--- src/rtl/argmax_classifier_1x10.sv ---
// Argmax output stage: captures biased, saturated logits on finish rise,
// scans them one per clock and reports the winning class and its logit.
//
// Ports:
//   clk, rst      clock, synchronous active-high reset
//   en            global enable; low freezes all state
//   psum, bias    N signed W-bit elements, sampled on the capture cycle
//   finish_in     upstream finish, level-held while psum is valid
//   class_idx     index of the maximum logit (lowest index on ties)
//   max_val       signed value of the maximum logit
//   busy, done    scan in progress / result valid (held until next start)
module argmax_classifier_1x10 #(
   parameter int N  = 10,
   parameter int W  = 16,
   parameter int IW = 4
) (
   input  logic            clk,
   input  logic            rst,
   input  logic            en,
   input  logic [N*W-1:0]  psum,
   input  logic            finish_in,
   input  logic [N*W-1:0]  bias,
   output logic [IW-1:0]   class_idx,
   output logic [W-1:0]    max_val,
   output logic            busy,
   output logic            done
);

   localparam logic [1:0] IDLE = 2'd0;
   localparam logic [1:0] SCAN = 2'd1;
   localparam logic [1:0] DONE = 2'd2;

   localparam logic signed [W-1:0] SAT_MAX = {1'b0, {(W-1){1'b1}}};
   localparam logic signed [W-1:0] SAT_MIN = {1'b1, {(W-1){1'b0}}};
   localparam logic [IW-1:0]       LAST    = IW'(N - 1);

   logic [1:0]             state;
   logic                   finish_d;
   logic                   seen_low;
   logic [IW-1:0]          idx;
   logic [IW-1:0]          best_idx;
   logic signed [W-1:0]    run_max;
   logic signed [W-1:0]    logit [N];
   logic signed [W-1:0]    sat   [N];

   logic                   start;
   logic                   take;
   logic signed [W-1:0]    cur;

   for (genvar g = 0; g < N; g++) begin : g_sat
      logic signed [W:0] s;
      assign s = {psum[g*W+W-1], psum[g*W +: W]}
               + {bias[g*W+W-1], bias[g*W +: W]};
      // Overflow when the two top bits of the W+1 sum disagree.
      assign sat[g] = (s[W] != s[W-1]) ? (s[W] ? SAT_MIN : SAT_MAX)
                                       : s[W-1:0];
   end

   // seen_low blocks a start right after reset while finish_in is still
   // high, so only a fresh low-to-high edge can launch a scan.
   assign start = en & finish_in & ~finish_d & seen_low;
   assign cur   = logit[idx];
   assign take  = (idx == '0) || (cur > run_max);

   always_ff @(posedge clk) begin
      if (rst) begin
         state     <= IDLE;
         finish_d  <= 1'b0;
         seen_low  <= 1'b0;
         idx       <= '0;
         best_idx  <= '0;
         run_max   <= '0;
         class_idx <= '0;
         max_val   <= '0;
         busy      <= 1'b0;
         done      <= 1'b0;
         for (int i = 0; i < N; i++) logit[i] <= '0;
      end else if (en) begin
         finish_d <= finish_in;
         if (!finish_in) seen_low <= 1'b1;
         case (state)
            IDLE, DONE: begin
               if (start) begin
                  for (int i = 0; i < N; i++) logit[i] <= sat[i];
                  idx   <= '0;
                  busy  <= 1'b1;
                  done  <= 1'b0;
                  state <= SCAN;
               end
            end
            SCAN: begin
               if (take) begin
                  run_max  <= cur;
                  best_idx <= idx;
               end
               idx <= idx + 1'b1;
               if (idx == LAST) begin
                  class_idx <= take ? idx : best_idx;
                  max_val   <= take ? cur : run_max;
                  done      <= 1'b1;
                  busy      <= 1'b0;
                  idx       <= '0;
                  state     <= DONE;
               end
            end
            default: state <= IDLE;
         endcase
      end
   end

endmodule

--- config.mk ---
export PLATFORM = sky130hd
export DESIGN_NAME = argmax_classifier_1x10
export DESIGN_NICKNAME = d
export VERILOG_FILES = /design/src/rtl/argmax_classifier_1x10.sv
export SDC_FILE = /design/constraint.sdc
export NUM_CORES = 1
export LEC_CHECK = 0
export ABC_AREA = 1
export BUFFER_PORTS_ARGS = -buffer_cell sky130_fd_sc_hd__clkbuf_2
export CAP_MARGIN = 20
export CELL_PAD_IN_SITES_DETAIL_PLACEMENT = 0
export CELL_PAD_IN_SITES_GLOBAL_PLACEMENT = 1
export CORE_UTILIZATION = 41
export DETAILED_ROUTE_END_ITERATION = 16
export GPL_ROUTABILITY_DRIVEN = 1
export PLACE_DENSITY_LB_ADDON = 0.2
export SLEW_MARGIN = 20
export SYNTH_ARGS = -nofsm -noshare
export SYNTH_HDL_FRONTEND = slang
export SYNTH_SLANG_ARGS = --single-unit
export TNS_END_PERCENT = 100
--- constraint.sdc ---
create_clock -name clk -period 6.68 [get_ports clk]
set_clock_uncertainty 0.15 [all_clocks]
set_input_delay 0.668 -clock clk [delete_from_list [all_inputs] [get_ports clk]]
set_output_delay 0.668 -clock clk [all_outputs]
set_load 0.02 [all_outputs]
==> results of run 1 <==
## through the flow
stage | hold WS (ps) | cell area (sq um) | cells | util (%) | power, uW
4_1_cts | 260 | 21500 | 3452 | 48.4 | 4050
5_1_grt | 326 | 21500 | 3452 | 48.4 | 4260
6_report | 271 | 21500 | 3452 | 48.4 | 4020
3_3_place_gp | 306 | 20700 | 3409 | 46.6 | 2710
3_5_place_dp | 315 | 20700 | 3409 | 46.6 | 2710
2_1_floorplan | 290 | 18500 | 2545 | - | 2360
## flip-flops by register name (all words and copies together) (netlist names), named ones only
register   count
finish_d       1
busy           1
done           1
best_idx       4
class_idx      4
idx            4
logit        160
seen_low       1
state          2
max_val       16
run_max       16
## final cells by class
type                       count  share of cell area, %
clock buffer                  28                   2.97
sequential                   214                   27.4
tap                          592                   3.45
clock inverter                15                  0.740
multi-input combinational   2018                   52.9
inverter                     232                   4.07
timing repair buffer         353                   8.44
## cells by family (layout without fill, tap and decap cells)
logic type | count (synthesis) | in the layout
and+or+nand+nor | 1266 | 1266
AOI/OAI and AO/OA | 448 | 448
buffers and inverters | 313 | 628
DFF | 214 | 214
adders and majority gates | 189 | 189
xor gates and xnor gates | 115 | 115
## routing by layer
layer	up-vias	track usage (%)	routed length, um	part of all wire (%)
li1	9205	-	-	-
met1	8035	33.0	26300	48
met2	409	39.6	25600	47
met3	48	1.89	2210	4.0
met4	0	3.86	712	1.3
met5	-	0	0	0
## tightest hold or removal path, stage by stage
cell and delay, ps:
clkbuf_2 90, nor2_1 50, nor2_1 80
## worst max path at each step
stage	start	end	slack, ps	depth (start not counted)
after CTS	flip-flop	run_max[6]	2330	21
after floorplan	rst	logit[0][0]	1570	3
final	flip-flop	run_max[10]	2270	21
after global routing	flip-flop	max_val[15]	1730	20
after detailed placement	flip-flop	run_max[10]	2350	20
after global placement	flip-flop	run_max[0]	2370	21
## cell usage after synthesis, types with 4 or more instances
| library cell | instances |
|---|---|
| a21oi_2 | 21 |
| nand2_1 | 604 |
| fa_1 | 10 |
| o21a_1 | 5 |
| a21boi_1 | 4 |
| o21ai_0 | 97 |
| nand3_1 | 307 |
| inv_2 | 12 |
| a31oi_1 | 4 |
| o21bai_1 | 9 |
| buf_4 | 9 |
| xnor2_1 | 11 |
| edfxtp_1 | 160 |
| clkbuf_1 | 31 |
| inv_1 | 217 |
| o21ai_1 | 52 |
| nand4_1 | 21 |
| dfxtp_1 | 54 |
| nand2_2 | 6 |
| a21oi_1 | 180 |
| a21o_1 | 33 |
| nor3_1 | 16 |
| ha_1 | 179 |
| buf_2 | 30 |
| xor2_1 | 103 |
| o211ai_1 | 37 |
| nor2_1 | 293 |
| buf_1 | 9 |
| nand3_2 | 6 |
## power breakdown
group          total, uW  switching, uW  internal (uW)
sequential          1510           26.9           1480
clock               1340            537            799
combinational       1170            745            429
==> results.yml, run 1 <==
sta:
  rsz0062_at_grt: "no"
  setup_slack_ps: 2270
  fin_crit_sh_pct: 66.0
  finalSetupTns_ps: 0
  finalSetupViolations: 0
  fmax_mhz: 227
  hold_violations: 0
  fin_crit_ps: 4410
  worstMarginPinSlew_ps: 1030
  slew_violations: 0
  slew_headroom_pct: 31.4
placement:
  place.port_buffers: 345
  pre_cts_ws_ps: 2350
  gp_congestion: 0.909
  dpl.hpwl_mm: 44.4
clock_tree:
  cts.sinks: 214
  cts.hold.buffers_added: 0
  ctsLongestPathBuffers: 3
  clk_pin_slew_worst_paths_ps: 60
  clock_latency_ps: 520
  numCtsBuffers: 24
  clockRootBuffer: "clkbuf_16"
  cts_resized: 0
  cts_max_level: 1
  post-cts-setup-buffers: 0
  cts_tree: "yes"
worst_setup_path:
  path_class: "flip-flop to flip-flop"
  crit_chain: "inv_2 > buf_4 > nor2_1 > nor2_1 > o21ai_1 > o211ai_1 > nand3_1 > o21ai_1 > ha_1 > nand2_1 > nor3_1 > nand2_1 > nand2_1 > nand2_1 > nand3_1 > buf_4 > nand2_2 > nand2_1 > nand3_1 > nand2_1 > inv_1"
  end_kind: "flip-flop"
  cpMostUsedCell: "nand2_1"
  crit_fanout: 65
  worst_ep_required_time_ps: 6940
  crit_slowest_cell: "inv_2"
  r2r_end: "run_max[10]"
  crit_arrival_ps: 4670
  max_stage_delay_ps: 730
  worst_path_dominant_cell_family: "simple AND/OR/NAND/NOR gates"
  startpoint_type: "flip-flop"
  rrSetupSlack_ps: 2270
  reg2regPathDepth: 21
  cp_num_buf_inv: 4
pwr:
  leakage_uw: 0.0110
  ir_drop_uv: 148
  power.density_mw_per_mm2: 187
grt:
  grt_max_degree: 115
  grt_pass1_wl_mm: 88.6
  grt_pass1_vias: 17000
  antenna_found_initial: 0
  grtUsageTotal_pct: 23.4
  gr-total-overflow: 0
synth:
  synth_mux_area_share_pct: 0
  synth_xor_area_share_pct: 5.48
  synth-simple-area-share_pct: 28.8
  synthCells: 2545
  async_reset_ff_share_pct: 0
  synth_top_area_cell: "edfxtp_1"
  synthAdderAreaFrac_pct: 13.2
  seq_area_frac_synth_pct: 31.8
  synth_flop_cell: "edfxtp_1"
  synth_seq_cells: 214
  synth_compound_area_share_pct: 13.9
  synth_edf_count: 160
  syn_area_per_cell_sq_um: 7.27
  synth_area_leaders: "edfxtp_1, nand2_1, ha_1"
  synth_area_sq_mm: 0.0185
  yosysTopAreaCellShare_pct: 26.0
  yosysWarnings: 0
  syn-num-nets: 3058
  synth_top_family_by_area: "simple AND/OR/NAND/NOR gates"
  synth.distinct_cells: 43
run_status:
  status: "finished clean"
layout:
  final_cell_mix: "nand2_1, clkbuf_2, nand3_1, nor2_1, inv_1"
  mostFrequentLayoutCell: "nand2_1"
  fin_nets: 3356
  regArea_sq_mm: 0.00589
  area_growth_syn_to_layout_pct: 16.0
  diodes: 0
  drive_above_1_share_pct: 15.9
  multi_input_area_sq_mm: 0.0114
  n_fill_cell: 4531
hold_path:
  worst_hold_path_type: "input pin to flip-flop"
  min_from: "finish_in"
  hold_path_end: "finish_d"
  worstHoldPathCells: 3
detailed_routing:
  route.detailed.drc: 0
  drtIter0Drc: 1337
  routed_wl_mm: 54.8
  drtAntennaViolNets: 0
  drtPass1Iterations: 7
  drt-wirelength-per-cell_um: 15.9
  viasPerCell: 5.13
  vias: 17700
floorplanning:
  die_area_sq_mm: 0.0460
  num_rows: 77
  core_area_sq_mm: 0.0444
  die_x_um: 214
  die_h_um: 214
  ios: 346
  start_util_pct: 41.7
job:
  cap_violations: 0
(Power assumes the default switching activity.)
==> run 2, diff against run 1 <==
Settings changed: ABC_AREA 1 to 0, CORE_UTILIZATION 41 to 44.
Clock period 6.68 ns to 4.5 ns, I/O delays scaled along.
==> results.yml, run 2 <==
clock_tree:
  ctsLongestPathBuffers: 3
  post-cts-setup-buffers: 0
  cts_max_level: 1
  clock_latency_ps: 520
  cts_resized: 0
  clk_pin_slew_worst_paths_ps: 60
  cts_tree: "yes"
  clockRootBuffer: "clkbuf_16"
  cts.sinks: 214
  cts.hold.buffers_added: 0
  numCtsBuffers: 23
synth:
  yosysWarnings: 0
  synth_area_leaders: "edfxtp_1, ha_1, a21oi_1"
  synth.distinct_cells: 85
  async_reset_ff_share_pct: 0
  yosysTopAreaCellShare_pct: 26.3
  synth_edf_count: 160
  synth_area_sq_mm: 0.0183
  synth_flop_cell: "edfxtp_1"
  syn-num-nets: 2461
  synthTopCellsByCount: "a21oi_1, ha_1, edfxtp_1"
  syn_area_per_cell_sq_um: 9.38
  yosysMostFrequentCell: "a21oi_1"
  synth_top_area_cell: "edfxtp_1"
  synthCells: 1948
  seq_area_frac_synth_pct: 32.2
  synth_seq_cells: 214
pwr:
  ir_drop_uv: 239
  p_comb_share_pct: 29.0
  leakage_uw: 0.00900
  power.density_mw_per_mm2: 282
  p_int_uw: 4180
  power.share.clock_pct: 33.7
  seqPwrFrac_pct: 37.3
  p_sw_share_pct: 30.5
  switchingPower_uw: 1830
layout:
  diodes: 0
  fin_nets: 2767
  final_cell_mix: "clkbuf_2, a21oi_1, ha_1, edfxtp_1, o21ai_0"
  instances_no_fill: 2803
  drive_above_1_share_pct: 21.1
  top_regs: "logit x160, max_val x16, run_max x16"
  final_util_pct: 52.1
  regArea_sq_mm: 0.00589
  mostFrequentLayoutCell: "clkbuf_2"
  largest_reg_flops: 160
  area_growth_syn_to_layout_pct: 16.8
  multi_input_area_sq_mm: 0.0118
  top_register: "logit"
  n_fill_cell: 3777
placement:
  dpl.hpwl_mm: 42.3
  gp_congestion: 0.896
  place_inst: 2761
  place.port_buffers: 345
  pre_cts_ws_ps: 240
worst_setup_path:
  crit_arrival_ps: 4570
  reg2regPathDepth: 13
  startpoint_type: "flip-flop"
  worst_ep_required_time_ps: 4760
  end_kind: "flip-flop"
  r2r_end: "max_val[11]"
  path_class: "flip-flop to flip-flop"
  rrSetupSlack_ps: 190
  crit_fanout: 16
detailed_routing:
  vias: 16200
  drtAntennaViolNets: 0
  routed_wl_mm: 52.3
  drt-wirelength-per-cell_um: 18.7
  drtPass1Iterations: 7
  route.detailed.drc: 0
  drtIter0Drc: 1155
  viasPerCell: 5.79
grt:
  grtUsageTotal_pct: 24.1
  antenna_found_initial: 0
  grt_pass1_vias: 15400
  grt_max_degree: 82
  gr-total-overflow: 0
  grt_pass1_wl_mm: 81.9
sta:
  finalSetupViolations: 0
  slew_headroom_pct: 37.1
  rsz0062_at_grt: "no"
  hold_violations: 0
  fin_crit_ps: 4310
  setup_slack_ps: 191
  slew_violations: 0
  finalSetupTns_ps: 0
  fmax_mhz: 232
  fin_crit_sh_pct: 95.8
  worstMarginPinSlew_ps: 937
floorplanning:
  core_area_sq_mm: 0.0409
  die_x_um: 206
  num_rows: 74
  die_h_um: 206
  ios: 346
  start_util_pct: 44.6
  die_area_sq_mm: 0.0423
hold_path:
  hold_path_end: "finish_d"
  worst_hold_path_type: "input pin to flip-flop"
  worstHoldPathCells: 3
  min_from: "finish_in"
run_status:
  status: "finished clean"
job:
  cap_violations: 0
-- run 2: cell count changes after synthesis, moves of 59 or more --
cell	change
nand2_1	-521
nand3_1	-208
nor2_1	-197
inv_1	-158
a211oi_1	+59
-- run 2: critical path, cell delays in order (launching register included) --
cell      delay (ps)
dfxtp_2          480
buf_12           200
buf_12           180
mux4_2           530
a211oi_1         390
a21oi_1          160
ha_1             370
nand4_1           90
or2_2            320
or3_1            410
nand3_1          230
buf_4            270
a311oi_1         110
a311oi_1         300
-- run 2: cell families (layout without fill, tap and decap cells) --
kind of cell             count (synthesis)  after routing  share of synthesized area (%)
AO/OA/AOI/OAI                          700            700                           24.9
multiplexers                            72             72                           6.18
buffers and inverters                  145            468                           3.34
adder cells (fa/ha/maj)                189            189                           13.4
AND/OR/NAND/NOR                        524            524                           15.1
XOR/XNOR                               104            104                           4.99
flip-flops                             214            214                           32.2
-- run 2: layout make-up --
cell class / count / share of cell area, %
clock buffer: 25 / 2.73
tap: 532 / 3.12
clock inverter: 17 / 1.07
timing repair buffer: 367 / 9.16
inverter: 59 / 1.04
sequential: 214 / 27.6
multi-input combinational: 1589 / 55.3
-- run 2: routing by layer --
| layer | routed length, um | vias up | GRT usage (%) |
|---|---|---|---|
| met2 | 24700 | 402 | 40.2 |
| met4 | 625 | 0 | 3.26 |
| met3 | 2220 | 46 | 1.98 |
| met5 | 0 | - | 0 |
| li1 | - | 8145 | - |
| met1 | 24800 | 7650 | 34.8 |
-- run 2: worst max path at each step --
stage / startpoint / endpoint / slack (ps) / depth (start not counted)
floorplan: flip-flop / run_max[0] / 570 / 14
finish: flip-flop / max_val[11] / 190 / 13
CTS: flip-flop / max_val[11] / 210 / 13
global placement: flip-flop / max_val[11] / 400 / 13
detailed placement: flip-flop / max_val[11] / 240 / 13
global route: flip-flop / max_val[1] / 4 / 13
-- run 2: power groups by stage --
stage | clock [uW] | combinational, uW | sequential [uW]
5_1_grt | 2120 | 1940 | 2250
2_1_floorplan | 0 | 1250 | 2260
3_3_place_gp | 0 | 1720 | 2280
6_report | 2030 | 1740 | 2240
3_5_place_dp | 0 | 1730 | 2280
4_1_cts | 2040 | 1740 | 2240
-- run 2: through the flow --
stage | hold slack [ps] | total power, uW | area, sq um
finish | 82.4 | 6010 | 21300
CTS | 73.9 | 6030 | 21300
floorplan | 299 | 3510 | 18300
global route | 98.4 | 6310 | 21300
global placement | 297 | 4010 | 20500
detailed placement | 306 | 4010 | 20500
